`src/rtl/snake_game_ctrl.sv`:
```
// snake_game_ctrl -- game sequencer for the snake datapath.
//
// Owns the START/PLAY/PAUSE/GAME_OVER state machine, emits the one-cycle
// `update` step pulse every `step_period` frames while playing, arbitrates
// button presses into a legal pending direction that is committed to
// `direction` on each step, and counts apples into `score`.
//
// Optional feature macro: SNAKE_SPEEDUP_EN
//   defined   -> each counted apple shortens the step period by one frame
//                (floored at MIN_FRAMES), applied at the next step boundary.
//   undefined -> step_period is fixed at FRAMES_PER_STEP.
//
// Ports:
//   clk          system clock
//   rst_n        synchronous active-low reset
//   frame_tick   one-cycle pulse per video frame
//   btn_up/down/left/right  debounced one-cycle direction presses
//   btn_start    debounced one-cycle start/pause press
//   collision    00 none, 01/11 fatal, 10 apple (level)
//   update       one-cycle step pulse
//   direction    000 IDLE, 001 UP, 010 DOWN, 011 LEFT, 100 RIGHT
//   game_state   00 START, 01 PLAY, 10 PAUSE, 11 GAME_OVER
//   score        apples collected in the current game (saturating)
//   step_period  current frames per step
module snake_game_ctrl #(
    parameter int FRAMES_PER_STEP = 8,
    parameter int MIN_FRAMES      = 2,
    parameter int GAMEOVER_FRAMES = 120,
    parameter int SCORE_BITS      = 8
) (
    input  logic                  clk,
    input  logic                  rst_n,
    input  logic                  frame_tick,
    input  logic                  btn_up,
    input  logic                  btn_down,
    input  logic                  btn_left,
    input  logic                  btn_right,
    input  logic                  btn_start,
    input  logic [1:0]            collision,
    output logic                  update,
    output logic [2:0]            direction,
    output logic [1:0]            game_state,
    output logic [SCORE_BITS-1:0] score,
    output logic [7:0]            step_period
);

    typedef enum logic [1:0] {
        ST_START = 2'b00,
        ST_PLAY  = 2'b01,
        ST_PAUSE = 2'b10,
        ST_OVER  = 2'b11
    } state_t;

    localparam logic [2:0] DIR_IDLE  = 3'd0;
    localparam logic [2:0] DIR_UP    = 3'd1;
    localparam logic [2:0] DIR_DOWN  = 3'd2;
    localparam logic [2:0] DIR_LEFT  = 3'd3;
    localparam logic [2:0] DIR_RIGHT = 3'd4;

    localparam logic [7:0] PERIOD_INIT = 8'(FRAMES_PER_STEP);
    localparam logic [7:0] GO_LAST     = 8'(GAMEOVER_FRAMES - 1);
    localparam logic [SCORE_BITS-1:0] SCORE_ONE = {{(SCORE_BITS-1){1'b0}}, 1'b1};

    if (FRAMES_PER_STEP < 2 || FRAMES_PER_STEP > 255 ||
        MIN_FRAMES < 1 || MIN_FRAMES > FRAMES_PER_STEP ||
        GAMEOVER_FRAMES < 1 || GAMEOVER_FRAMES > 255) begin : g_bad_param
        $error("snake_game_ctrl: illegal parameter set");
    end

    state_t     state;
    logic [2:0] pending;
    logic [7:0] frame_cnt;
    logic [7:0] go_cnt;
    logic       apple_prev;

`ifdef SNAKE_SPEEDUP_EN
    // Period requested by the apples eaten so far; copied into step_period
    // only when the frame counter wraps so a step is never cut short.
    logic [7:0] target_period;
`endif

    logic       apple;
    logic       apple_rise;
    logic       fatal;
    logic       step_hit;
    logic       press_vld;
    logic [2:0] press_dir;

    assign game_state = state;
    assign apple      = (collision == 2'b10);
    assign apple_rise = apple && !apple_prev;
    assign fatal      = collision[0];
    assign step_hit   = frame_tick && (frame_cnt == step_period - 8'd1);

    function automatic logic is_rev(input logic [2:0] a, input logic [2:0] b);
        return (a == DIR_UP    && b == DIR_DOWN)  || (a == DIR_DOWN  && b == DIR_UP) ||
               (a == DIR_LEFT  && b == DIR_RIGHT) || (a == DIR_RIGHT && b == DIR_LEFT);
    endfunction

    // Reversals are filtered first, then the highest-priority surviving press
    // wins (later assignments override: up > down > left > right).
    always_comb begin
        press_vld = 1'b0;
        press_dir = DIR_IDLE;
        if (btn_right && !is_rev(DIR_RIGHT, direction)) begin
            press_vld = 1'b1;
            press_dir = DIR_RIGHT;
        end
        if (btn_left && !is_rev(DIR_LEFT, direction)) begin
            press_vld = 1'b1;
            press_dir = DIR_LEFT;
        end
        if (btn_down && !is_rev(DIR_DOWN, direction)) begin
            press_vld = 1'b1;
            press_dir = DIR_DOWN;
        end
        if (btn_up && !is_rev(DIR_UP, direction)) begin
            press_vld = 1'b1;
            press_dir = DIR_UP;
        end
    end

    always_ff @(posedge clk) begin
        if (!rst_n) begin
            state       <= ST_START;
            direction   <= DIR_IDLE;
            pending     <= DIR_IDLE;
            update      <= 1'b0;
            score       <= '0;
            step_period <= PERIOD_INIT;
            frame_cnt   <= 8'd0;
            go_cnt      <= 8'd0;
            apple_prev  <= 1'b0;
`ifdef SNAKE_SPEEDUP_EN
            target_period <= PERIOD_INIT;
`endif
        end else begin
            update     <= 1'b0;
            apple_prev <= apple;
            case (state)
                ST_START: begin
                    if (btn_start) begin
                        state       <= ST_PLAY;
                        score       <= '0;
                        frame_cnt   <= 8'd0;
                        pending     <= DIR_IDLE;
                        direction   <= DIR_IDLE;
                        step_period <= PERIOD_INIT;
`ifdef SNAKE_SPEEDUP_EN
                        target_period <= PERIOD_INIT;
`endif
                    end
                end
                ST_PLAY: begin
                    if (press_vld)
                        pending <= press_dir;
                    // A saturated score no longer counts apples, so it no
                    // longer speeds the game up either.
                    if (apple_rise && score != '1) begin
                        score <= score + SCORE_ONE;
`ifdef SNAKE_SPEEDUP_EN
                        if (target_period > 8'(MIN_FRAMES))
                            target_period <= target_period - 8'd1;
`endif
                    end
                    if (step_hit) begin
                        // The counter still wraps on a fatal step; only the
                        // pulse and the direction commit are suppressed.
                        frame_cnt <= 8'd0;
`ifdef SNAKE_SPEEDUP_EN
                        step_period <= target_period;
`endif
                        if (!fatal) begin
                            update    <= 1'b1;
                            // Commits the pending value held before this
                            // edge; a press on the step cycle lands next step.
                            direction <= pending;
                        end
                    end else if (frame_tick) begin
                        frame_cnt <= frame_cnt + 8'd1;
                    end
                    if (fatal) begin
                        state  <= ST_OVER;
                        go_cnt <= 8'd0;
                    end else if (btn_start) begin
                        state <= ST_PAUSE;
                    end
                end
                ST_PAUSE: begin
                    if (btn_start)
                        state <= ST_PLAY;
                end
                ST_OVER: begin
                    if (frame_tick) begin
                        if (go_cnt == GO_LAST) begin
                            state  <= ST_START;
                            go_cnt <= 8'd0;
                        end else begin
                            go_cnt <= go_cnt + 8'd1;
                        end
                    end
                end
                default: state <= ST_START;
            endcase
        end
    end

endmodule

```
`config.mk`:
```
export PLATFORM = sky130hd
export DESIGN_NAME = snake_game_ctrl
export DESIGN_NICKNAME = d
export VERILOG_FILES = /design/src/rtl/snake_game_ctrl.sv
export SDC_FILE = /design/constraint.sdc
export NUM_CORES = 1
export LEC_CHECK = 0
export CORE_MARGIN = 2
export CORE_UTILIZATION = 45
export CTS_BUF_LIST = sky130_fd_sc_hd__clkbuf_4 sky130_fd_sc_hd__clkbuf_8 sky130_fd_sc_hd__clkbuf_16
export DETAILED_ROUTE_END_ITERATION = 8
export PLACE_DENSITY = 0.73
export SLEW_MARGIN = 0
export SYNTH_ARGS = -nofsm -noshare
export SYNTH_HDL_FRONTEND = slang
export SYNTH_SLANG_ARGS = --single-unit
```
`constraint.sdc`:
```
create_clock -name clk -period 2.51 [get_ports clk]
set_input_delay 0.3765 -clock clk [delete_from_list [all_inputs] [get_ports clk]]
set_output_delay 0.3765 -clock clk [all_outputs]
set_load 0.005 [all_outputs]
```
## Word-level counts from Yosys, hierarchy flattened

Cells that the tools add are included.

| operators by class | value |
|---|---|
| add/sub/neg operators | 3 |
| equality and inequality tests | 22 |
| muxes and demuxes | 31 |
| reduce and logical (&&, ||, !) cells | 23 |

Operator list:

| operator | number |
|---|---|
| 8-bit 2-to-1 mux | 7 |
| 8-bit case mux with 2 select lines | 3 |
| 8-bit by 1-bit adder with 8-bit output (second input constant) | 3 |
| 3-bit 2-to-1 mux | 8 |
| 2-bit inequality test (second input constant) | 8 |
| 3-bit AND reduction | 5 |
| 3-bit case mux with 2 select lines | 2 |
| 2-bit 2-to-1 mux | 5 |
| 8-bit by 3-bit == test with 1-bit output (second input constant) | 1 |
| 8-bit by 7-bit == test with 1-bit output (second input constant) | 1 |
| 8-bit inequality test (second input constant) | 1 |
| 4-bit AND reduction | 2 |
| 1-bit logical AND | 7 |
| 2-bit == test (second input constant) | 3 |
| 3-bit by 2-bit == test with 1-bit output (second input constant) | 2 |
| 3-bit inequality test (second input constant) | 2 |
| 2-bit case mux with 3 select lines | 1 |
| 1-bit zero test | 5 |
| 1-bit 2-to-1 mux | 5 |
| 2-bit nonzero test | 2 |
| 3-bit by 1-bit == test with 1-bit output (second input constant) | 1 |
| 3-bit == test (second input constant) | 1 |
| 2-bit by 1-bit == test with 1-bit output (second input constant) | 1 |
| 2-bit zero test | 1 |
| 2 further kinds | 2 |

| word-level totals | value |
|---|---|
| bits in registers | 34 |
| input bits | 10 |
| output and inout bits | 22 |
| logic and storage cells | 87 |

## Depth between registers and ports, before layout

Gate-level depths: netlist of the first run.

| depth | value |
|---|---|
| depth after elaboration | 9 |
| mapped depth | 5 |
| gate-level depth less buffers | 5 |

## Least setup slack after synthesis of the first run

No wires, ideal clock.

| path | value |
|---|---|
| path kind | flip-flop to flip-flop |
| start point | reg score[0] |
| end point | reg score[5] |
| library setup time | 0.134 ns |
| arrival | 1.385 ns |
| required time | 2.376 ns |
| slack | 0.991 ns |
| stages on the path, launching flop included | 6 |
| buffers on the path | 0 |
| period minus slack after synthesis | 1.519 ns |
| path through | dfxtp_1 > ha_1 > and4_2 > a41oi_4 > a21o_4 > a31oi_1 |

| between the ends | value |
|---|---|
| longest elaborated chain between the ends | 4 |
| elaborated cells between the ends (all ways) | 7 |
| those cells by class | add/sub: 1; eq/ne: 2; mux: 2; reduce/logical: 2 |

Ends and longest elaborated chain:

| what | line | source |
|---|---|---|
| start, declared | 43 | `output logic [SCORE_BITS-1:0] score,` |
| start signal, assigned | 160 | `score <= score + SCORE_ONE;` |
| branches (longest 4 deep; another with 8-bit by 1-bit adder with 8-bit output) | - |  |

Parallel ways; which one is timed is not known. The select of a mux whose other input is x is not followed.
A chain may end at the register's enable or synchronous reset.

## Worst setup path after layout of the first run

| path | value |
|---|---|
| start point | reg state[0], in the netlist game_state[0] |
| end point | out game_state[0] |

RTL lines:

| what | line | source |
|---|---|---|
| start, declared | 70 | `state_t state;` |
| start signal, assigned | 125 | `state <= ST_START;` |
| start signal, assigned | 143 | `state <= ST_PLAY;` |
| start signal, assigned | 183 | `state <= ST_OVER;` |
| end, declared | 42 | `output logic [1:0] game_state,` |

No word-level cell between the ends.

==> impl_metrics.json, run 1 <==
{
  "status": "completed",
  "critPathKind": "reg2out",
  "syn_to_final_growth_pct": 18.0,
  "first_global_vias": 1398,
  "yosysSeqAreaShare_pct": 36.0,
  "port_buffers": 23,
  "grt_use_total_pct": 17.3,
  "cts_resized": 0,
  "synth_edf_count": 0,
  "routed_wl_um": 3700,
  "fin_area_um2": 2230,
  "antenna_found_initial": 0,
  "gp_congestion": 0.818,
  "postRouteAntennaNets": 0,
  "clk_latency_ns": 0.29,
  "wl_per_cell_um": 12.7,
  "finalMaxSlewViolations": 0,
  "clk_pin_slew_ns": 0.07,
  "slew_headroom_pct": 56.9,
  "end_kind": "primary output",
  "cp_top_family": "flip-flops",
  "cts_max_level": 2,
  "syn_area_per_cell_um2": 8.80,
  "r2r_cells": 4,
  "min_path_type": "reg2reg",
  "grt_use_met3_pct": 3.90,
  "hold_buffers": 0,
  "post-dp-hpwl_um": 2630,
  "clock-sinks": 34,
  "pwr-share-seq_pct": 50.3,
  "slowest_stage": "dfxtp_1",
  "cts_setup_buffers": 0,
  "gr-max-usage-layer": "met2",
  "syn-cell-area_um2": 1890,
  "leakage_nw": 0.738,
  "crit_fanout": 14,
  "num_io_pins": 32,
  "via_per_inst": 5.46,
  "rsz0062_at_grt": "false",
  "nNetsFinal": 253,
  "cp.arrival_ns": 1.61,
  "fp.dieArea_um2": 4740,
  "max_stage_delay_ns": 0.71,
  "critPathBufInv": 1,
  "die_x_um": 68.9,
  "fin_worst_skew_ns": 0.00683,
  "pwr_density_cell_nw_per_um2": 497,
  "max_freq_mhz": 503,
  "n_antenna_cell": 0,
  "p_sw_mw": 0.277,
  "grt_pass1_wl_um": 6180,
  "drive_gt1_share_pct": 10.8,
  "cap_violations": 0,
  "die_y_um": 68.9,
  "p_int_mw": 0.834,
  "cts-root-buf": "clkbuf_8",
  "ir_drop_mv": 0.256,
  "synth_cells": 215,
  "holdPathStages": 2,
  "setup_tns_ns": 0,
  "initial_core_util_pct": 47.0,
  "p_sw_share_pct": 24.9,
  "tritoncts": "yes",
  "path_depth": 1,
  "final.fill_count": 373,
  "fin_crit_sh_pct": 79.2,
  "ys_ff_latch": 34,
  "finalHoldViolCount": 0,
  "setup_viol": 0,
  "placed_area_um2": 2140,
  "cts_inserted_buffers": 5,
  "grt_max_degree": 21,
  "via_count": 1589,
  "grt_overflow": 0,
  "placementRows": 23,
  "comb_power_share_pct": 10.6,
  "cp_data_required_time_ns": 2.13,
  "clkPwrFrac_pct": 39.0,
  "synth.distinct_cells": 59,
  "tightest_slew_ns": 0.629,
  "period_minus_slack_ns": 1.99,
  "mostFrequentLayoutCell": "dfxtp_1",
  "worstPathCellList": "clkdlybuf4s50_1",
  "drt_iter0_markers": 128,
  "yosys_most_used_dff": "dfxtp_1",
  "yosys_warnings": 0,
  "use_met1_pct": 22.1,
  "final_cell_mix": "dfxtp_1 (34), clkdlybuf4s50_1 (23), nand2_1 (21)",
  "first_pass_iters": 4,
  "clock_path_buffers": 2,
  "synthArstFlopShare_pct": 0,
  "core_um2": 4030,
  "grt_util_met2_pct": 28.5,
  "startpoint_type": "flip-flop",
  "drc": 0
}
[power groups by stage]
| stage | sequential (mW) | combinational [mW] | clock [mW] |
|---|---|---|---|
| floorplan | 0.565 | 0.0909 | 0 |
| global placement | 0.572 | 0.118 | 0 |
| detailed placement | 0.572 | 0.118 | 0 |
| CTS | 0.559 | 0.119 | 0.443 |
| global route | 0.560 | 0.133 | 0.464 |
| finish | 0.559 | 0.118 | 0.434 |
[cell type report]
cell class	count	area, µm²	share of cell area (%)
Clock buffer	7	90.1	4.03
Multi-Input combinational cell	169	1130	50.6
Sequential cell	34	681	30.5
Tap cell	50	62.6	2.80
Timing Repair Buffer	25	245	11.0
Clock inverter	1	5.00	0.224
Inverter	5	18.8	0.840
[path summary, 6_finish.rpt]
check	from	end	slack, ns
min	pending[2]	direction[2]	0.47
min reg2reg	pending[2]	direction[2]	0.47
max reg2reg	game_state[0]	frame_cnt[4]	0.61
max	game_state[0]	game_state[0]	0.52
[synthesized netlist by cell type (2+ instances only)]
library cell / n / area (µm²)
a21boi_1: 4 / 30.0
a21oi_1: 3 / 15.0
a31oi_1: 9 / 56.3
a41oi_1: 2 / 17.5
and3_1: 2 / 12.5
buf_2: 2 / 10.0
buf_4: 9 / 67.6
clkbuf_1: 2 / 7.51
conb_1: 2 / 7.51
dfxtp_1: 34 / 681
ha_1: 3 / 37.5
inv_1: 5 / 18.8
mux2i_1: 2 / 20.0
nand2_1: 21 / 78.8
nand2b_1: 5 / 31.3
nand2b_4: 2 / 27.5
nand3_1: 2 / 10.0
nand3b_1: 3 / 22.5
nand4_1: 8 / 50.1
nor2_1: 20 / 75.1
nor2b_1: 2 / 12.5
nor3_1: 7 / 35.0
nor3b_1: 2 / 15.0
nor4b_1: 2 / 17.5
nor4b_2: 3 / 45.0
o21a_1: 2 / 15.0
o21ai_0: 10 / 50.1
o21bai_1: 2 / 15.0
o22ai_1: 4 / 25.0
or4_1: 2 / 15.0
xnor2_1: 11 / 96.3
[metal layers]
layer  share of wire, %  wire length [µm]  up-vias
li1                   -                 -      817
met1                 49              1800      740
met2                 46              1710       26
met3                3.8               141        6
met4                1.4                52        0
met5                  0                 0        -
[metrics by stage]
| stage | worst slack, ns | util, % | hold slack, ns | total power, mW | std cells |
|---|---|---|---|---|---|
| finish | 0.523 | 55.4 | 0.471 | 1.11 | 291 |
| floorplan | 0.991 | - | 0.443 | 0.656 | 221 |
| detailed placement | 0.361 | 53.1 | 0.462 | 0.690 | 283 |
| CTS | 0.515 | 55.4 | 0.471 | 1.12 | 291 |
| global route | 0.406 | 55.4 | 0.501 | 1.16 | 291 |
| global placement | 0.392 | 53.1 | 0.459 | 0.689 | 283 |
[cells by family after synthesis]
| kind of cell | after synthesis | share of synthesized area (%) |
|---|---|---|
| simple gates | 94 | 29.5 |
| other cells | 2 | 0.397 |
| flops | 34 | 36.0 |
| compound gates | 49 | 19.2 |
| buf+inv | 18 | 5.49 |
| fa+ha+maj | 3 | 1.98 |
| xor+xnor | 11 | 5.09 |
| mux | 4 | 2.38 |
[state kept, by name, summed over array words and instances (netlist names)]
| name | cells |
|---|---|
| frame_cnt | 8 |
| go_cnt | 8 |
| score | 8 |
| direction | 3 |
| pending | 3 |
| game_state | 2 |
| apple_prev | 1 |
| update | 1 |
Power figures use the tool's default switching activity.
==> inputs of run 2 (changes only) <==
- clock period: 2.51 -> 2 ns (I/O delays scaled with it)
==> run 2 against run 1 <==
  * Worst setup slack got worse by 0.33 ns
  * Critical endpoint unchanged
  * Largest power group unchanged
  * Via count fell by 0.25%
  * First-iteration DRC count fell by 13%
  * Clock power rose by 24%
  * Routed wire length fell by 1.8%
  * Die area did not move
==> impl_metrics.json, run 2 (synthesis results as in run 1) <==
{
  "status": "completed",
  "die_y_um": 68.9,
  "tritoncts": "yes",
  "r2r-start": "score[0]",
  "cts_max_level": 2,
  "startpoint_type": "flip-flop",
  "first_pass_iters": 4,
  "antenna_found_initial": 0,
  "rsz0062_at_grt": "false",
  "via_per_inst": 5.35,
  "pwr_density_cell_nw_per_um2": 615,
  "hold_buffers": 0,
  "max_stage_delay_ns": 0.51,
  "cts_resized": 0,
  "setup_viol": 0,
  "rrSetupSlack_ns": 0.32,
  "multi_input_area_um2": 1130,
  "clk_latency_ns": 0.28,
  "seq_area_um2": 681,
  "slowest_stage": "clkdlybuf4s50_1",
  "min_from": "pending[0]",
  "postRouteAntennaNets": 0,
  "cp_data_required_time_ns": 1.70,
  "period_minus_slack_ns": 1.81,
  "p_sw_share_pct": 24.6,
  "r2r_cells": 5,
  "clock-sinks": 34,
  "num_io_pins": 32,
  "fin_worst_skew_ns": 0.00490,
  "finalHoldViolCount": 0,
  "p_int_mw": 1.05,
  "r2r-end": "score[3]",
  "grt_max_degree": 14,
  "critPathKind": "reg2out",
  "grt_pass1_wl_um": 6180,
  "n_antenna_cell": 0,
  "gp_congestion": 0.801,
  "whs_endpoint": "pending[0]",
  "routed_wl_um": 3630,
  "initial_core_util_pct": 47.0,
  "ir_drop_mv": 0.323,
  "placementRows": 23,
  "final_cell_mix": "dfxtp_1 (34), clkdlybuf4s50_1 (23), nand2_1 (21)",
  "fin_util_pct": 56.4,
  "drt_iter0_markers": 112,
  "fin_crit_sh_pct": 90.4,
  "core_um2": 4030,
  "pwr-share-seq_pct": 50.0,
  "comb_power_share_pct": 11.5,
  "drc": 0,
  "via_count": 1585,
  "finalMaxSlewViolations": 0,
  "setup_tns_ns": 0,
  "slew_headroom_pct": 58.1,
  "min_path_type": "reg2reg",
  "leakage_nw": 0.762,
  "first_global_vias": 1466,
  "cp.arrival_ns": 1.51,
  "end_kind": "primary output",
  "grt_overflow": 0,
  "clock_path_buffers": 2,
  "top_regs": "frame_cnt: 8 flops, go_cnt: 8 flops, score: 8 flops",
  "cts_setup_buffers": 0,
  "cap_violations": 0,
  "max_freq_mhz": 553,
  "worstPathCellList": "buf_4 -> clkdlybuf4s50_1",
  "holdPathStages": 2,
  "port_buffers": 23,
  "fp.dieArea_um2": 4740,
  "syn_to_final_growth_pct": 20.0,
  "cts_inserted_buffers": 5,
  "whs_ns": 0.474,
  "post-dp-hpwl_um": 2690,
  "final.fill_count": 376,
  "mostFrequentLayoutCell": "dfxtp_1",
  "cts-root-buf": "clkbuf_8",
  "tightest_slew_ns": 0.611,
  "die_x_um": 68.9,
  "cp-startpoint": "game_state[0]",
  "clk_pin_slew_ns": 0.07,
  "grt_use_total_pct": 17.3,
  "wl_per_cell_um": 12.3,
  "p_sw_mw": 0.343,
  "clkPwrFrac_pct": 38.5,
  "drive_gt1_share_pct": 12.6,
  "nNetsFinal": 258,
  "crit_fanout": 8
}
-- run 2: cell count changes in the layout (fill, tap and decap cells not counted) --
cell / delta
buf_4: +5
-- run 2: cell type report --
| type | count | share of cell area (%) |
|---|---|---|
| Timing Repair Buffer | 30 | 12.5 |
| Sequential cell | 34 | 30.0 |
| Tap cell | 50 | 2.75 |
| Clock buffer | 7 | 3.97 |
| Multi-Input combinational cell | 169 | 49.8 |
| Inverter | 5 | 0.826 |
| Clock inverter | 1 | 0.220 |
-- run 2: per-stage QoR --
stage / instances / cell area (µm²) / total power [mW] / setup slack [ns]
after global routing: 296 / 2270 / 1.46 / 0.102
after detailed placement: 288 / 2180 / 0.875 / 0.0786
after CTS: 296 / 2270 / 1.41 / 0.170
after floorplan: 221 / 1920 / 0.823 / 0.481
after global placement: 288 / 2180 / 0.873 / 0.101
final: 296 / 2270 / 1.40 / 0.191
-- run 2: critical path, delay by kind of cell, from the launching register on --
kind | cells | cell delay [ns]
flip-flops | 1 | 0.49
buffers and inverters | 2 | 0.74
-- run 2: power by group through the flow --
stage                     Clock (mW)  Sequential [mW]  Combinational [mW]
final                          0.537            0.698               0.161
after detailed placement           0            0.714               0.162
after CTS                      0.551            0.698               0.162
after global routing           0.580            0.700               0.178
after global placement             0            0.713               0.160
after floorplan                    0            0.709               0.114
-- run 2: worst max path at each step --
stage	endpoint	slack, ns
3_5_place_dp	score[3]	0.08
2_1_floorplan	score[5]	0.48
5_1_grt	game_state[0]	0.10
6_report	game_state[0]	0.19
3_3_place_gp	score[5]	0.10
4_1_cts	game_state[0]	0.17
-- run 2: routing by layer --
| metal | global-route usage [%] | vias to the layer above | part of all wire, % |
|---|---|---|---|
| met5 | 0 | - | 0 |
| met3 | 5.36 | 2 | 3.4 |
| met4 | 6.13 | 0 | 0.74 |
| met1 | 21.2 | 735 | 49 |
| li1 | - | 826 | - |
| met2 | 28.6 | 22 | 46 |
